File: src/rtl/xillybus_pkg.sv
// Shared helpers for the Xillybus FIFO-to-ap_fifo downsizer: width ratio, lane counter width
// and the lane-order mapping.
package xillybus_pkg;

    function automatic int unsigned ratio(input int unsigned in_w, input int unsigned out_w);
        return in_w / out_w;
    endfunction

    // Zero when there is only one lane, so callers can size the lane counter accordingly.
    function automatic int unsigned lane_w(input int unsigned r);
        return (r > 1) ? $clog2(r) : 0;
    endfunction

    function automatic int unsigned lane_sel(input int unsigned lane, input int unsigned r,
                                             input bit lsb_first);
        return lsb_first ? lane : (r - 1 - lane);
    endfunction

endpackage

File: src/rtl/xillybus_apfifo_downsizer_if.sv
// FIFO read side and ap_fifo side of the downsizer; slave is the adapter, master the environment.
interface xillybus_apfifo_downsizer_if #(
    parameter int unsigned IN_W  = 128,
    parameter int unsigned OUT_W = 32
);
    logic [IN_W-1:0]  fifo_dout;
    logic             fifo_empty;
    logic             fifo_rd_en;
    logic [OUT_W-1:0] in_r_dout;
    logic             in_r_empty_n;
    logic             in_r_read;

    modport master (
        output fifo_dout, fifo_empty, in_r_read,
        input  fifo_rd_en, in_r_dout, in_r_empty_n
    );

    modport slave (
        input  fifo_dout, fifo_empty, in_r_read,
        output fifo_rd_en, in_r_dout, in_r_empty_n
    );
endinterface

File: src/rtl/xillybus_prefetch2.sv
// Two-entry word buffer (stage S, prefetch P) in front of a standard-mode FIFO read port.
// Tracks the outstanding read and only issues a read when its data is guaranteed a slot.
module xillybus_prefetch2 #(
    parameter int unsigned W = 128
) (
    input  logic         clk_i,
    input  logic         rst_i,
    input  logic [W-1:0] fifo_dout_i,
    input  logic         fifo_empty_i,
    output logic         fifo_rd_en_o,
    input  logic         vacate_i,
    output logic [W-1:0] s_word_o,
    output logic         s_valid_o,
    output logic         busy_o
);
    logic [W-1:0] s_word_q, s_word_d, p_word_q, p_word_d;
    logic         s_valid_q, s_valid_d, p_valid_q, p_valid_d;
    logic         rd_pend_q;
    logic [1:0]   occ;
    logic         s_free;

    assign occ    = {1'b0, s_valid_q} + {1'b0, p_valid_q} + {1'b0, rd_pend_q};
    assign s_free = !s_valid_q || vacate_i;

    // At occ = 2 a read is safe only if S is leaving and P is free to absorb the in-flight word.
    assign fifo_rd_en_o = !rst_i && !fifo_empty_i &&
                          ((occ < 2'd2) || ((occ == 2'd2) && vacate_i && !p_valid_q));

    always_comb begin
        s_word_d  = s_word_q;
        p_word_d  = p_word_q;
        s_valid_d = s_valid_q;
        p_valid_d = p_valid_q;
        if (s_free) begin
            if (p_valid_q) begin
                s_word_d  = p_word_q;
                s_valid_d = 1'b1;
                p_valid_d = rd_pend_q;
                if (rd_pend_q) p_word_d = fifo_dout_i;
            end else if (rd_pend_q) begin
                s_word_d  = fifo_dout_i;
                s_valid_d = 1'b1;
            end else begin
                s_valid_d = 1'b0;
            end
        end else if (rd_pend_q) begin
            p_word_d  = fifo_dout_i;
            p_valid_d = 1'b1;
        end
    end

    always_ff @(posedge clk_i) begin
        if (rst_i) begin
            s_word_q  <= '0;
            p_word_q  <= '0;
            s_valid_q <= 1'b0;
            p_valid_q <= 1'b0;
            rd_pend_q <= 1'b0;
        end else begin
            s_word_q  <= s_word_d;
            p_word_q  <= p_word_d;
            s_valid_q <= s_valid_d;
            p_valid_q <= p_valid_d;
            rd_pend_q <= fifo_rd_en_o;
        end
    end

    assign s_word_o  = s_word_q;
    assign s_valid_o = s_valid_q;
    assign busy_o    = (occ != 2'd0);

endmodule

File: src/rtl/xillybus_apfifo_downsizer.sv
// Splits IN_W-bit FIFO words into OUT_W-bit ap_fifo beats in a configurable lane order,
// with partial-word flush and a wrapping accepted-beat counter.
module xillybus_apfifo_downsizer
    import xillybus_pkg::*;
#(
    parameter int unsigned IN_W      = 128,
    parameter int unsigned OUT_W     = 32,
    parameter bit          LSB_FIRST = 1'b1,
    parameter int unsigned CNT_W     = 32
) (
    input  logic                          ip_clk,
    input  logic                          rst,
    xillybus_apfifo_downsizer_if.slave    bus,
    input  logic                          flush,
    output logic [CNT_W-1:0]              beat_count,
    output logic                          busy
);
    localparam int unsigned Ratio    = ratio(IN_W, OUT_W);
    localparam int unsigned LaneW    = lane_w(Ratio);
    // A single-lane design keeps a 1-bit counter that never leaves zero.
    localparam int unsigned LaneBits = (LaneW == 0) ? 1 : LaneW;

    logic [IN_W-1:0]     s_word;
    logic                s_valid;
    logic [LaneBits-1:0] lane_q, lane_d;
    logic [CNT_W-1:0]    beat_q, beat_d;
    logic                accept, last_lane, vacate;
    int unsigned         phys_lane;

    assign accept    = bus.in_r_read && s_valid;
    assign last_lane = (lane_q == LaneBits'(Ratio - 1));
    // A flush in the same cycle as an accept still counts the beat, then drops the word.
    assign vacate    = (accept && last_lane) || (flush && s_valid);

    xillybus_prefetch2 #(
        .W (IN_W)
    ) u_prefetch (
        .clk_i        (ip_clk),
        .rst_i        (rst),
        .fifo_dout_i  (bus.fifo_dout),
        .fifo_empty_i (bus.fifo_empty),
        .fifo_rd_en_o (bus.fifo_rd_en),
        .vacate_i     (vacate),
        .s_word_o     (s_word),
        .s_valid_o    (s_valid),
        .busy_o       (busy)
    );

    always_comb begin
        lane_d = lane_q;
        beat_d = beat_q;
        if (vacate) begin
            lane_d = '0;
        end else if (accept) begin
            lane_d = lane_q + LaneBits'(1);
        end
        if (accept) beat_d = beat_q + CNT_W'(1);
    end

    always_ff @(posedge ip_clk) begin
        if (rst) begin
            lane_q <= '0;
            beat_q <= '0;
        end else begin
            lane_q <= lane_d;
            beat_q <= beat_d;
        end
    end

    // Register-only mux: no path from in_r_read to in_r_dout.
    always_comb begin
        phys_lane     = lane_sel(32'(lane_q), Ratio, LSB_FIRST);
        bus.in_r_dout = s_word[phys_lane*OUT_W +: OUT_W];
    end

    assign bus.in_r_empty_n = s_valid;
    assign beat_count       = beat_q;

endmodule
File: src/flat_wrapper.sv
// flat-port wrapper written by rule: the top's interface ports become plain ports
module xillybus_apfifo_downsizer_flat import xillybus_pkg::*;
#(
    parameter int unsigned IN_W      = 128,
    parameter int unsigned OUT_W     = 32,
    parameter bit          LSB_FIRST = 1'b1,
    parameter int unsigned CNT_W     = 32
)
  (ip_clk, rst, flush, beat_count, busy, bus_fifo_dout, bus_fifo_empty, bus_in_r_read, bus_fifo_rd_en, bus_in_r_dout, bus_in_r_empty_n);
  xillybus_apfifo_downsizer_if #(.IN_W(IN_W), .OUT_W(OUT_W)) bus_i ();
  input  logic ip_clk;
  input  logic rst;
  input  logic flush;
  output logic [CNT_W-1:0] beat_count;
  output logic busy;
  input wire logic [$bits(bus_i.fifo_dout)-1:0] bus_fifo_dout;
  input wire logic [$bits(bus_i.fifo_empty)-1:0] bus_fifo_empty;
  input wire logic [$bits(bus_i.in_r_read)-1:0] bus_in_r_read;
  output wire logic [$bits(bus_i.fifo_rd_en)-1:0] bus_fifo_rd_en;
  output wire logic [$bits(bus_i.in_r_dout)-1:0] bus_in_r_dout;
  output wire logic [$bits(bus_i.in_r_empty_n)-1:0] bus_in_r_empty_n;
  assign bus_i.fifo_dout = bus_fifo_dout;
  assign bus_i.fifo_empty = bus_fifo_empty;
  assign bus_i.in_r_read = bus_in_r_read;
  assign bus_fifo_rd_en = bus_i.fifo_rd_en;
  assign bus_in_r_dout = bus_i.in_r_dout;
  assign bus_in_r_empty_n = bus_i.in_r_empty_n;
  xillybus_apfifo_downsizer #(.IN_W(IN_W), .OUT_W(OUT_W), .LSB_FIRST(LSB_FIRST), .CNT_W(CNT_W)) u_core (.ip_clk(ip_clk), .rst(rst), .bus(bus_i), .flush(flush), .beat_count(beat_count), .busy(busy));
endmodule
File: config.mk
export PLATFORM = sky130hd
export DESIGN_NAME = xillybus_apfifo_downsizer_flat
export DESIGN_NICKNAME = d
export VERILOG_FILES = /design/src/rtl/xillybus_pkg.sv /design/src/rtl/xillybus_apfifo_downsizer_if.sv /design/src/rtl/xillybus_prefetch2.sv /design/src/rtl/xillybus_apfifo_downsizer.sv /design/src/flat_wrapper.sv
export SDC_FILE = /design/constraint.sdc
export NUM_CORES = 1
export LEC_CHECK = 0
export ABC_AREA = 1
export BUFFER_PORTS_ARGS = -buffer_cell sky130_fd_sc_hd__buf_2
export CORE_ASPECT_RATIO = 1.75
export CORE_MARGIN = 5
export CORE_UTILIZATION = 60
export CTS_BUF_LIST = sky130_fd_sc_hd__clkbuf_8
export DETAILED_ROUTE_END_ITERATION = 7
export HOLD_SLACK_MARGIN = 0.05
export PLACE_DENSITY_LB_ADDON = 0.1
export SLEW_MARGIN = 25
export SYNTH_ARGS = -nofsm -noshare
export SYNTH_HDL_FRONTEND = slang
export SYNTH_SLANG_ARGS = --single-unit
File: constraint.sdc
create_clock -name ip_clk -period 2.3 [get_ports ip_clk]
set_input_delay 0 -clock ip_clk [delete_from_list [all_inputs] [get_ports ip_clk]]
set_output_delay 0 -clock ip_clk [all_outputs]
set_load 0.02 [all_outputs]
== After elaboration in Yosys (flattened, before gate mapping) ==
Index checks and enable logic that the tools add are counted.

* Flip-flop bits (word level): 293
* Latch bits: 0
* Bits in writable memories: 0
* Memory bits (read-only): 0
* Input port bits: 133
* Output and inout port bits: 67
* Word-level logic and storage cells: 45
* Memories: 0

* Add/subtract/negate cells: 4
* Multipliers: 0
* Divide/modulo/power cells: 0
* Magnitude comparators: 1
* Equal/unequal tests: 3
* Shift-type cells: 1
* Muxes and demuxes: 10
* Bitwise logic cells: 0
* Reduce and logical (&&, ||, !) cells: 19

{| class="wikitable"
|+ Operator list
! operator !! count
|-
| $mux W128 || 5
|-
| $shiftx A128 B8 Y32 || 1
|-
| $add A32 B1 Y32 const B || 1
|-
| $logic_and A1 B1 Y1 || 7
|-
| $reduce_bool A2 Y1 || 3
|-
| $mux W1 || 5
|-
| $eq A2 B2 Y1 const B || 2
|-
| $logic_not A1 Y1 || 4
|-
| $logic_or A1 B1 Y1 || 3
|-
| $add A1 B1 Y2 || 1
|-
| $add A2 B1 Y2 || 1
|-
| $add A2 B1 Y2 const B || 1
|-
| $lt A2 B2 Y1 const B || 1
|-
| $ne A2 B2 Y1 const B || 1
|-
| $reduce_and A2 Y1 || 1
|-
| $reduce_or A2 Y1 || 1
|}

== Longest topological paths before layout ==
Gate-level depths: netlist of run 1.

* Depth in word-level cells: 7
* Mapped depth: 11
* Gate-level depth less buffers: 9

== Modules after synthesis ==
A second synthesis of run 1 with hierarchy kept.

* Cell total of the unflattened synthesis: 2423
* Area total of the unflattened synthesis: 15165.8 µm²

{| class="wikitable"
|+ By module, submodules not included
! module !! times used !! cells an instance !! area an instance (µm²) !! seq. area each (µm²)
|-
| xillybus_prefetch2 || 1 || 1952 || 12313.1 || 5185.0
|-
| xillybus_apfifo_downsizer || 1 || 471 || 2852.7 || 680.7
|}

== Least setup slack after synthesis of run 1 ==
No wires, ideal clock.

* Kind: flip-flop to output port
* From: reg u_core.u_prefetch.s_valid_q (netlist: u_core.u_prefetch.s_valid_o)
* To: out bus_fifo_rd_en
* Data arrival time: 1.712 ns
* Required time: 2.300 ns
* Slack: 0.588 ns
* Stages on the path, launching flop included: 5
* Buffers on the path: 0
* Cells stage by stage: dfxtp_1 -> fa_1 -> nor2_1 -> nand2_1 -> a211oi_1

* Word-level cells in the longest chain between the ends: 7

{| class="wikitable"
|+ RTL lines
! item !! line !! RTL
|-
| from (decl) || xillybus_prefetch2.sv:17 || <nowiki>logic s_valid_q, s_valid_d, p_valid_q, p_valid_d;</nowiki>
|-
| from (signal assigned) || xillybus_prefetch2.sv:62 || <nowiki>s_valid_q <= s_valid_d;</nowiki>
|-
| $add A1 B1 Y2 / $logic_and A1 B1 Y1 (equally long branches) || xillybus_prefetch2.sv:22, xillybus_apfifo_downsizer.sv:30 ||
|-
| $add A2 B1 Y2 / $logic_and A1 B1 Y1 (equally long branches) || xillybus_prefetch2.sv:22, xillybus_apfifo_downsizer.sv:33 ||
|-
| $eq A2 B2 Y1 / $logic_or A1 B1 Y1 (equally long branches) || xillybus_prefetch2.sv:27, xillybus_apfifo_downsizer.sv:33 ||
|-
| $logic_and A1 B1 Y1 (2 in series) || xillybus_prefetch2.sv:27 || <nowiki>((occ < 2'd2) || ((occ == 2'd2) && vacate_i && !p_valid_q));</nowiki>
|-
| $logic_or A1 B1 Y1 * || xillybus_prefetch2.sv:27 ||
|-
| $logic_and A1 B1 Y1 * || xillybus_prefetch2.sv:26 || <nowiki>assign fifo_rd_en_o = !rst_i && !fifo_empty_i &&</nowiki>
|-
| to (decl) || flat_wrapper.sv:19 || <nowiki>output wire logic [$bits(bus_i.fifo_rd_en)-1:0] bus_fifo_rd_en;</nowiki>
|}

Every way passes the cells marked *; elsewhere a longest branch is shown, timed or not.

== Worst setup path in the final report of run 1 ==
* From: reg u_core.lane_q[1]
* To: out bus_in_r_dout[26]

* Word-level cells in the longest chain between the ends: 1

{| class="wikitable"
|+ RTL lines
! item !! line !! RTL
|-
| from (decl) || xillybus_apfifo_downsizer.sv:25 || <nowiki>logic [LaneBits-1:0] lane_q, lane_d;</nowiki>
|-
| from (signal assigned) || xillybus_apfifo_downsizer.sv:65 || <nowiki>lane_q <= lane_d;</nowiki>
|-
| $shiftx A128 B8 Y32 || xillybus_apfifo_downsizer.sv:73 || <nowiki>bus.in_r_dout = s_word[phys_lane*OUT_W +: OUT_W];</nowiki>
|-
| to (decl) || flat_wrapper.sv:20 || <nowiki>output wire logic [$bits(bus_i.in_r_dout)-1:0] bus_in_r_dout;</nowiki>
|}

No other way between the ends.

==> results of run 1 <==
-- sequential cells by signal (all words and copies together) (netlist names) --
signal and flops:
u_core.u_prefetch.p_word_q 128, u_core.u_prefetch.p_valid_q 1, u_core.u_prefetch.s_valid_o 1, u_core.beat_count 32, u_core.u_prefetch.rd_pend_q 1, u_core.u_prefetch.s_word_o 128, u_core.lane_q 2
-- metal layers --
metal / vias to the layer above / GRT usage / share of wire / routed length, um
met4: 0 / 0.193 / 0.064 / 2950
li1: 7109 / - / - / -
met2: 826 / 0.623 / 0.50 / 23100
met5: - / 0 / 0 / 0
met1: 6848 / 0.397 / 0.36 / 16500
met3: 179 / 0.0543 / 0.079 / 3670
-- repair_timing --
item                                    CTS  global route
hold endpoints to repair                262             0
endpoints found under the setup margin    3            14
setup buffers                             0             1
resized for setup                         1             6
gates cloned                              0             3
hold buffers                            135             0
-- tightest hold or removal path, cell delays in order --
cell and delay, ns:
dlygate4sd3_1 0.53, buf_4 0.20, a21oi_1 0.05
-- metrics by stage --
stage	hold WS, ns	setup slack, ns	power [mW]
2_1_floorplan	0.0728	0.588	6.55
3_3_place_gp	0.208	0.351	7.15
3_5_place_dp	0.215	0.332	7.18
4_1_cts	0.216	0.0127	11.9
5_1_grt	0.247	-0.00922	12.4
6_report	0.240	0.0889	12.0
-- final cells by class --
cell class | count | area share
well taps | 296 | 0.0218
multi-input cells | 1537 | 0.391
clock inverters | 17 | 0.00944
inverters | 41 | 0.00973
flip-flops and latches | 293 | 0.346
clock buffers | 58 | 0.0471
repair buffers | 389 | 0.175
-- power breakdown --
part / leakage (nW) / total, mW / internal (mW) / switching (mW)
clock: 0.523 / 4.64 / 2.59 / 2.05
sequential: 2.39 / 5.49 / 5.34 / 0.158
combinational: 4.40 / 1.83 / 0.693 / 1.14
-- path summary, 6_finish.rpt --
path	startpoint	to	slack (ns)	depth (start not counted)
setup / recovery	u_core.lane_q[1]	bus_in_r_dout[26]	0.09	6
hold / removal	rst	u_core.u_prefetch.p_word_q[99]	0.24	3
setup reg to reg	u_core.lane_q[0]	u_core.u_prefetch.p_word_q[108]	0.16	11
hold reg to reg	u_core.u_prefetch.p_word_q[54]	u_core.u_prefetch.p_word_q[54]	0.46	2
-- kinds of logic after synthesis --
family | after synthesis
xor gates and xnor gates | 4
buffers and inverters | 193
DFF | 293
adders and majority gates | 3
and+or+nand+nor | 1145
AOI/OAI and AO/OA | 385
-- synth_stat cells, drive strengths merged --
cell type  count  area (um^2)
a211oi         3         22.5
a21oi        143          716
a31oi          1         6.26
and2           1         6.26
and3           1         6.26
buf           59          314
clkbuf        93          350
clkinv         1         3.75
dfxtp        293         5870
fa             1         20.0
ha             2         25.0
inv           40          150
nand2        592         2230
nand3        145          726
nand3b         1         7.51
nand4         10         62.6
nor2         385         1450
nor3           7         35.0
nor3b          1         7.51
nor4           1         6.26
o21a           3         22.5
o21ai        203         1020
o22ai         32          200
or2            1         6.26
xnor2          2         17.5
xor2           2         17.5
==> flow_summary.yaml, run 1 <==
yosys:
  synth_compound_area_frac: 0.150
  syn-num-nets: 2159
  netlist_area_mm2: 0.0133
  syn_area_per_cell_um2: 6.57
  muxShareOfSynthArea: 0
  ys_seq_elements: 293
  synth_seq_area_share: 0.441
  synth_xor_area_frac: 0.00264
  yosys.area_share.simple: 0.341
  syn_inst: 2023
  synth_adder_area_share: 0.00339
  yosysWarnings: 0
  synth_top_family_by_area: "simple AND/OR/NAND/NOR gates"
  synth_cell_type_count: 32
sta:
  tightest_slew_ns: 0.788
  rsz0062_at_grt: "true"
  hold_viol: 0
  final-setup-viol-count: 0
  final.setup.tns_ns: 0
  fmax_mhz: 452
  finalCriticalPeriod_ns: 2.21
  fin_skew_ns: 0.0313
  slew_headroom: 0.475
  slew_violations: 0
  min_period_over_period: 0.961
clock_tree:
  clk_pin_slew_ns: 0.07
  cts-root-buf: "clkbuf_8"
  cts_tree: "built"
  cts_made_buffers: 43
  cts.sinks: 293
  clock_latency_ns: 0.58
  clockBufferDepth: 3
  ctsHtreeMaxLevel: 2
floorplanning:
  coreArea_mm2: 0.0220
  dieArea_mm2: 0.0253
  row_count: 72
  dieHeight_um: 207
  die_width_um: 123
  initial_core_util: 0.605
  ios: 200
drt:
  drt.antenna.violating_nets: 0
  drt_iter0_markers: 1488
  dr.pass1.iters: 6
  wl_per_cell_um: 17.6
  routed_via_density: 5.69
  route.detailed.drc: 0
  vias: 14962
  routed_wl_um: 46200
placement:
  dp_hpwl_um: 29600
  io_buffers: 199
  routabilityCongestion: 0.927
  detailed_place.area_mm2: 0.0145
  placed_cells_incl_taps: 2417
layout:
  layout-drive-gt1-share: 0.145
  final_common_cell: "nand2_1"
  synthToLayoutAreaGrowth_pct: 27.7
  instances_no_fill: 2631
  fin_area_mm2: 0.0170
  antennaDiodeCount: 0
  seq_area_mm2: 0.00588
  final_cell_mix: "588 x nand2_1, 385 x nor2_1, 289 x dfxtp_1"
  final_util: 0.772
  multi_input_area_mm2: 0.00663
  finalNetCount: 2441
  fillers: 1727
critical_path:
  path_max_fanout: 34
  crit_required_ns: 2.30
  critPathLaunchType: "register"
  worstPathCellList: "buf_4 > clkinvlp_4 > buf_12 > o21ai_0 > o22ai_1 > buf_2"
  cp_data_arrival_time_ns: 2.21
  critPathCaptureType: "primary output"
  path_delay_family: "buffers and inverters"
  crit_buf_inv: 4
  critPathMaxStageDelay_ns: 0.34
  worstSetupPathType: "reg2out"
  cp_slowest_cell: "buf_4"
power_and_ir_drop:
  p_per_area_mw_per_mm2: 706
  vdd_drop_max_mv: 0.646
  leakage_nw: 7.32
global_routing:
  grtUsageTotal: 0.350
  gr-total-overflow: 0
  grt_max_degree: 96
  grt_pass1_wl_um: 70300
  antenna_found_initial: 0
  grt_pass1_vias: 13891
run_status:
  status: "finished clean"
hold_path:
  min_path_type: "in2reg"
job:
  cap_violations: 0
Power figures use the tool's default switching activity.
==> inputs of run 2 (changes only) <==
- RECOVER_POWER: not set -> 100
==> run 2 against run 1 <==
Sequential cell count did not move. First-iteration DRC count fell by 3.4%. Die area unchanged. Register-to-register slack barely moved. Total power fell by 0.28%. Maximum frequency is 0.46% lower. Sequential power about the same. Clock skew is 0.0026 ns higher. Sequential share of layout area rose by 0.34 points. Largest power group unchanged. Largest cell class unchanged. Utilization fell by 0.76 points. Global-route usage unchanged. Setup slack worse by 0.010 ns.
==> flow_summary.yaml, run 2 (synthesis gave the netlist of run 1 again) <==
run_status:
  status: "finished clean"
critical_path:
  path_delay_family: "buffers and inverters"
  crit_buf_inv: 4
  critPathMaxStageDelay_ns: 0.34
  cp.depth: 6
  r2r_cells: 10
  cp_data_arrival_time_ns: 2.22
  worstPathCellList: "buf_4 > clkinvlp_4 > buf_12 > o21ai_0 > o22ai_1 > buf_2"
  worstSetupPathType: "reg2out"
  critPathCaptureType: "primary output"
  crit_required_ns: 2.30
  path_max_fanout: 34
  cp_slowest_cell: "buf_4"
  critPathLaunchType: "register"
sta:
  slew_headroom: 0.357
  min_period_over_period: 0.966
  hold_viol: 0
  tightest_slew_ns: 0.964
  slew_violations: 0
  hold_slack_ns: 0.250
  final-setup-viol-count: 0
  fin_skew_ns: 0.0339
  final.setup.tns_ns: 0
  rsz0062_at_grt: "true"
  fmax_mhz: 450
  worst_slack_ns: 0.0787
  finalCriticalPeriod_ns: 2.22
power_and_ir_drop:
  clkPwrFrac: 0.389
  p_per_area_mw_per_mm2: 711
  p_sw_frac: 0.280
  combPwrFrac: 0.151
  power_mw: 11.9
  power_switching_mw: 3.34
  p_int_mw: 8.60
  pwr-share-seq: 0.460
  vdd_drop_max_mv: 0.643
  leakage_nw: 7.11
global_routing:
  antenna_found_initial: 0
  grt_max_degree: 96
  gr-total-overflow: 0
  grtUsageTotal: 0.350
  grt_pass1_vias: 13891
  grt_pass1_wl_um: 70300
layout:
  fillers: 1769
  final_common_cell: "nand2_1"
  antennaDiodeCount: 0
  final_cell_mix: "589 x nand2_1, 385 x nor2_1, 289 x dfxtp_1"
  finalNetCount: 2441
  synthToLayoutAreaGrowth_pct: 26.4
  layout-drive-gt1-share: 0.129
floorplanning:
  ios: 200
  die_width_um: 123
  initial_core_util: 0.605
  row_count: 72
  dieArea_mm2: 0.0253
  dieHeight_um: 207
  coreArea_mm2: 0.0220
drt:
  routed_wl_um: 46300
  routed_via_density: 5.67
  drt.antenna.violating_nets: 0
  vias: 14909
  wl_per_cell_um: 17.6
  dr.pass1.iters: 5
  drt_iter0_markers: 1437
  route.detailed.drc: 0
clock_tree:
  clock_latency_ns: 0.58
  clockBufferDepth: 3
  ctsHtreeMaxLevel: 2
  cts.sinks: 293
  clk_pin_slew_ns: 0.07
  cts-root-buf: "clkbuf_8"
  cts_tree: "built"
  cts_made_buffers: 43
job:
  cap_violations: 0
placement:
  place_ws_ns: 0.332
  routabilityCongestion: 0.927
  dp_hpwl_um: 29600
  io_buffers: 199
hold_path:
  min_path_type: "in2reg"
  hold_depth: 4
run 2: changes by cell type in the layout (fill, tap and decap cells not counted), moves of 3 or more:
cell and delta:
buf_6 +3, clkbuf_4 +3, clkbuf_2 +5, clkbuf_16 -3, buf_12 -4, buf_4 -7
clkbuf_1 +36, buf_2 -33
run 2: power groups by stage:
stage               sequential [mW]  clock (mW)  combinational, mW
floorplan                      5.55           0               1.00
global placement               5.59           0               1.55
detailed placement             5.60           0               1.58
CTS                            5.49        4.68               1.77
global route                   5.51        4.89               1.97
finish                         5.49        4.64               1.81
run 2: layout make-up:
type | count | area [um^2] | share of cell area
well taps | 296 | 370 | 0.0220
multi-input cells | 1537 | 6620 | 0.394
flip-flops and latches | 293 | 5880 | 0.350
inverters | 41 | 165 | 0.00983
clock buffers | 58 | 798 | 0.0475
clock inverters | 17 | 160 | 0.00953
repair buffers | 389 | 2810 | 0.167
run 2: tightest hold or removal path: cells and delay by family:
| family | cells | cell delay (ns) |
|---|---|---|
| buffers and inverters | 2 | 0.66 |
| AND/OR/NAND/NOR | 1 | 0.07 |
| AO/OA/AOI/OAI | 1 | 0.06 |
run 2: per-layer routing:
layer | global-route usage | part of all wire | vias up
li1 | - | - | 7101
met1 | 0.397 | 0.35 | 6855
met2 | 0.623 | 0.50 | 766
met3 | 0.0543 | 0.081 | 187
met4 | 0.193 | 0.066 | 0
met5 | 0 | 0 | -
run 2: path summary, 6_finish.rpt:
| check | start | end | slack (ns) |
|---|---|---|---|
| worst max-delay path | u_core.lane_q[1] | bus_in_r_dout[26] | 0.08 |
| worst min-delay path | bus_fifo_dout[110] | u_core.u_prefetch.p_word_q[110] | 0.25 |
| worst max register to register | u_core.lane_q[0] | u_core.u_prefetch.p_word_q[30] | 0.17 |
| worst min register to register | u_core.u_prefetch.p_word_q[54] | u_core.u_prefetch.p_word_q[54] | 0.46 |
run 2: through the flow:
| step | utilization | instance area [um^2] | std cells |
|---|---|---|---|
| 6_report | 0.764 | 16800 | 2631 |
| 5_1_grt | 0.764 | 16800 | 2631 |
| 4_1_cts | 0.767 | 16900 | 2627 |
| 3_5_place_dp | 0.661 | 14500 | 2417 |
| 3_3_place_gp | 0.661 | 14500 | 2417 |
| 2_1_floorplan | - | 13300 | 2023 |
run 2: repair_timing:
item	CTS	global route
hold endpoints to repair	262	0
hold buffers	135	0
pin swaps	0	0
resized for setup	1	6
gates cloned	0	3
buffers inserted	0	1
setup endpoints to repair	3	14
